## src/rtl/t13_priority_encoder_seq.sv

```systemverilog
// Sequential priority encoder: captures a request vector, then emits the set-bit indices MSB first, one per accepted cycle.
// Optional zero-capture pulse output `nol` is enabled by defining T13_ZERO_FLAG_EN.
module t13_priority_encoder_seq (
  input  logic        clk,
  input  logic        rst,
  input  logic [15:0] masukan,
  input  logic        masukan_valid,
  output logic        masukan_ready,
  output logic [3:0]  keluaran,
  output logic        keluaran_valid,
  input  logic        keluaran_ready,
  output logic [4:0]  sisa
`ifdef T13_ZERO_FLAG_EN
  ,
  output logic        nol
`endif
);

  typedef enum logic {
    IDLE = 1'b0,
    SEND = 1'b1
  } state_t;

  state_t      state, state_next;
  logic [15:0] pending, pending_next;
  logic [3:0]  top_idx;
  logic [4:0]  pop_cnt;

  // Ascending scan so the last hit, the most-significant set bit, wins.
  always_comb begin
    top_idx = '0;
    for (int unsigned i = 0; i < 16; i++) begin
      if (pending[i]) top_idx = 4'(i);
    end
  end

  always_comb begin
    pop_cnt = '0;
    for (int unsigned i = 0; i < 16; i++) begin
      pop_cnt = pop_cnt + 5'(pending[i]);
    end
  end

  always_comb begin
    state_next   = state;
    pending_next = pending;
    unique case (state)
      IDLE: begin
        if (masukan_valid && (masukan != '0)) begin
          pending_next = masukan;
          state_next   = SEND;
        end
      end
      SEND: begin
        if (keluaran_ready) begin
          pending_next          = pending;
          pending_next[top_idx] = 1'b0;
          if (pending_next == '0) state_next = IDLE;
        end
      end
      default: begin
        state_next   = IDLE;
        pending_next = '0;
      end
    endcase
  end

  always_ff @(posedge clk) begin
    if (rst) begin
      state   <= IDLE;
      pending <= '0;
    end else begin
      state   <= state_next;
      pending <= pending_next;
    end
  end

  assign masukan_ready  = (state == IDLE);
  assign keluaran_valid = (state == SEND);
  assign keluaran       = (state == SEND) ? top_idx : '0;
  assign sisa           = pop_cnt;

`ifdef T13_ZERO_FLAG_EN
  always_ff @(posedge clk) begin
    if (rst) nol <= 1'b0;
    else     nol <= (state == IDLE) && masukan_valid && (masukan == '0);
  end
`endif

endmodule

```

## config.mk

```make
export PLATFORM = sky130hd
export DESIGN_NAME = t13_priority_encoder_seq
export DESIGN_NICKNAME = d
export VERILOG_FILES = /design/src/rtl/t13_priority_encoder_seq.sv
export SDC_FILE = /design/constraint.sdc
export NUM_CORES = 1
export LEC_CHECK = 0
export ABC_AREA = 1
export BUFFER_PORTS_ARGS = -buffer_cell sky130_fd_sc_hd__buf_4
export CAP_MARGIN = 20
export CORE_ASPECT_RATIO = 0.7
export CORE_MARGIN = 4
export CORE_UTILIZATION = 43
export CTS_CLUSTER_DIAMETER = 30
export DETAILED_ROUTE_END_ITERATION = 10
export GPL_TIMING_DRIVEN = 0
export PLACE_DENSITY_LB_ADDON = 0.08
export SLEW_MARGIN = 25
export SYNTH_ARGS = -nofsm -noshare
export SYNTH_HDL_FRONTEND = slang
export SYNTH_SLANG_ARGS = --single-unit
```

## constraint.sdc

```tcl
create_clock -name clk -period 3.7 [get_ports clk]
set_input_delay 0.37 -clock clk [delete_from_list [all_inputs] [get_ports clk]]
set_output_delay 0.37 -clock clk [all_outputs]
set_load 0.02 [all_outputs]
```

==> results_dict.tcl <==
set metrics [dict create \
    violations "negative setup slack" \
    synth_area_um2 1610 \
    design_area_um2 2040 \
    synthCells 226 \
    pwr-share-clk_pct 12.3 \
    rr_worst_depth 15 \
    ys_ff_latch 17 \
    start_kind "flip-flop" \
    final_common_cell "nand2_1" \
    cp_num_buf_inv 4 \
    hpwl_um 3670 \
    gp_congestion 0.871 \
    row_count 18 \
    cpPeakStageDelay_ns 0.55 \
    drt_iter0_markers 136 \
    synthFlopType "dfxtp_1" \
    die-area_um2 4800 \
    synth_fa_ha_area_share_pct 16.3 \
    path_class "flip-flop to primary output" \
    path_cells "fa_1 -> fa_1 -> inv_2 -> fa_1 -> fa_1 -> inv_2 -> ha_4 -> inv_2 -> fa_2 -> xnor2_2 -> buf_4" \
    cts_root_buf "clkbuf_8" \
    wire_per_inst_um 15.1 \
    critical_path_arrival_ns 3.61 \
    dpl.cell_count 306 \
    routed_wl_um 4760 \
    fp.dieH_um 59.2 \
    clock-sinks 17 \
    layout.nets 301 \
    clockBufferDepth 2 \
    grt_pass1_vias 1565 \
    relSlewSlack_pct 64.6 \
    yosys.area_share.simple_pct 30.8 \
    place_area_um2 1900 \
    start_util_pct 45.2 \
    crit_fanout 2 \
    worst_slack_ns -0.280 \
    power.leakage_nw 0.939 \
    drv_cap 0 \
    outcome "complete, but fails checks" \
    final_cells 315 \
    synthXorXnorAreaFrac_pct 1.09 \
    ios 31 \
    rsz0062_at_grt "true" \
    yosys-mux-area-fraction_pct 0 \
    power_frac_comb_pct 68.0 \
    htreeDepth 1 \
    cts_tree "yes" \
    swShare_pct 46.4 \
    async_flop_share_pct 0 \
    setup_violations 4 \
    vias 1661 \
    first_pass_iters 5 \
    holdBufCountCts 0 \
    drive_above_1_share_pct 30.2 \
    core_um2 3560 \
    port_buffers 30 \
    seq_power_share_pct 19.7 \
    finalClockSkew_ns 0.00825 \
    synth_top_family_by_area "simple AND/OR/NAND/NOR gates" \
    synth_cell_types 32 \
    hp-class "input pin to flip-flop" \
    grt_pass1_wl_um 7790 \
    fin_crit_sh_pct 108 \
    switchingPower_w 0.000547 \
    critPathCaptureType "primary output" \
    p_total_w 0.00118 \
    clkTransAtPathRegs_ns 0.07 \
    rrSetupSlack_ns 1.56 \
    max_freq_ghz 0.251 \
    ys_seq_area_share_pct 21.2 \
    vias_per_cell 5.27 \
    synth_edf_count 0 \
    min_delay_path_depth 3 \
    synth_fp_nets 261 \
    die_w_um 81.1 \
    path_common_cell "fa_1" \
    crit_cells 11 \
    powerDensity_nw_per_um2 577 \
    worst_slew_pin_slew_ns 0.531 \
    ant_nets 0 \
    drc_errors 0 \
    crit_family "adder cells" \
    finalCriticalPeriod_ns 3.98 \
    p_int_w 0.000633 \
    cts_buffers 3 \
    grt_use_total_pct 21.7 \
    synth_compound_area_share_pct 17.7 \
    antenna_found_initial 0 \
    critPathSlowestCell "fa_1" \
    gr-total-overflow 0 \
    grt_max_degree 11 \
    slew_violations 0 \
    synth_area_per_cell_um2 7.12 \
    syn2layout_area_growth_pct 27.1 \
    mostFrequentLayoutCells "56 x nand2_1, 32 x buf_4, 21 x inv_1" \
    n_antenna_cell 0 \
    ir_worst_vdd_mv 0.621 \
    clock_latency_ns 0.26 \
    fin_util_pct 57.5 \
    ys.warnings.count 0 \
    cp.required_ns 3.33 \
    hold_viol_final 0 \
]
-- synth_stat cells (3+ instances only) --
library cell / instances / area [um2]
a211oi_1: 3 / 22.5
a21oi_1: 19 / 95.1
bufinv_8: 3 / 52.6
clkbuf_1: 4 / 15.0
dfxtp_1: 17 / 340
fa_1: 10 / 200
ha_1: 5 / 62.6
inv_1: 25 / 93.8
inv_2: 5 / 18.8
nand2_1: 56 / 210
nand2_4: 4 / 45.0
nand3_1: 12 / 60.1
nand4_1: 7 / 43.8
nor2_1: 13 / 48.8
nor4_1: 4 / 25.0
o211ai_1: 5 / 37.5
o21ai_0: 12 / 60.1
o21ai_1: 5 / 25.0
-- timing repair --
action,4_1_cts,5_1_grt
setup buffers,5,0
gates cloned,0,0
endpoints found under the setup margin,4,4
pin swaps,3,1
resized for setup,18,7
-- final cells by class --
| type | count | area, um2 |
|---|---|---|
| Multi-Input combinational cell | 168 | 1100 |
| Clock buffer | 4 | 45.0 |
| Fill cell | 374 | 1510 |
| Sequential cell | 17 | 357 |
| Inverter | 33 | 159 |
| Timing Repair Buffer | 35 | 274 |
| Buffer | 8 | 42.5 |
| Tap cell | 50 | 62.6 |
-- kinds of logic after synthesis --
kind of cell / Yosys count
simple gates: 103
buf+inv: 41
xor+xnor: 2
fa+ha+maj: 15
compound gates: 48
flops: 17
-- registers in the layout, indices dropped and copies added, names as in the netlist --
| signal | flops |
|---|---|
| pending | 16 |
| keluaran_valid | 1 |
-- metal layers --
layer  vias up  GRT usage (%)  wire, um
li1        823              -         -
met1       764           34.0      2230
met2        70           31.2      2070
met3         4           3.95       437
met4         0           3.37        25
met5         -              0         0
-- stage by stage --
| step | TNS (ns) | setup slack (ns) | hold WS, ns |
|---|---|---|---|
| floorplan | -0.0528 | -0.0528 | 0.458 |
| global placement | -0.397 | -0.164 | 0.491 |
| detailed placement | -0.256 | -0.110 | 0.499 |
| CTS | -0.922 | -0.261 | 0.386 |
| global route | -1.36 | -0.367 | 0.400 |
| finish | -1.00 | -0.280 | 0.386 |
-- worst register-to-register path: cells and delay by family, from the launching register on --
family	cells	cell delay [ns]
AO/OA/AOI/OAI	1	0.05
buffers and inverters	2	0.22
flip-flops	1	0.36
AND/OR/NAND/NOR	12	1.41
-- path summary, 6_finish.rpt --
check	endpoint	from
max	sisa[2]	pending[11]
min	pending[9]	masukan[9]
max reg2reg	keluaran_valid	pending[11]
min reg2reg	pending[6]	pending[6]
-- power groups by stage --
stage | clock network, W | registers, W | logic [W]
global placement | 0 | 0.000234 | 0.000696
global route | 0.000154 | 0.000236 | 0.000892
finish | 0.000145 | 0.000232 | 0.000802
detailed placement | 0 | 0.000234 | 0.000695
CTS | 0.000145 | 0.000231 | 0.000775
floorplan | 0 | 0.000226 | 0.000491
(Power assumes the default switching activity.)
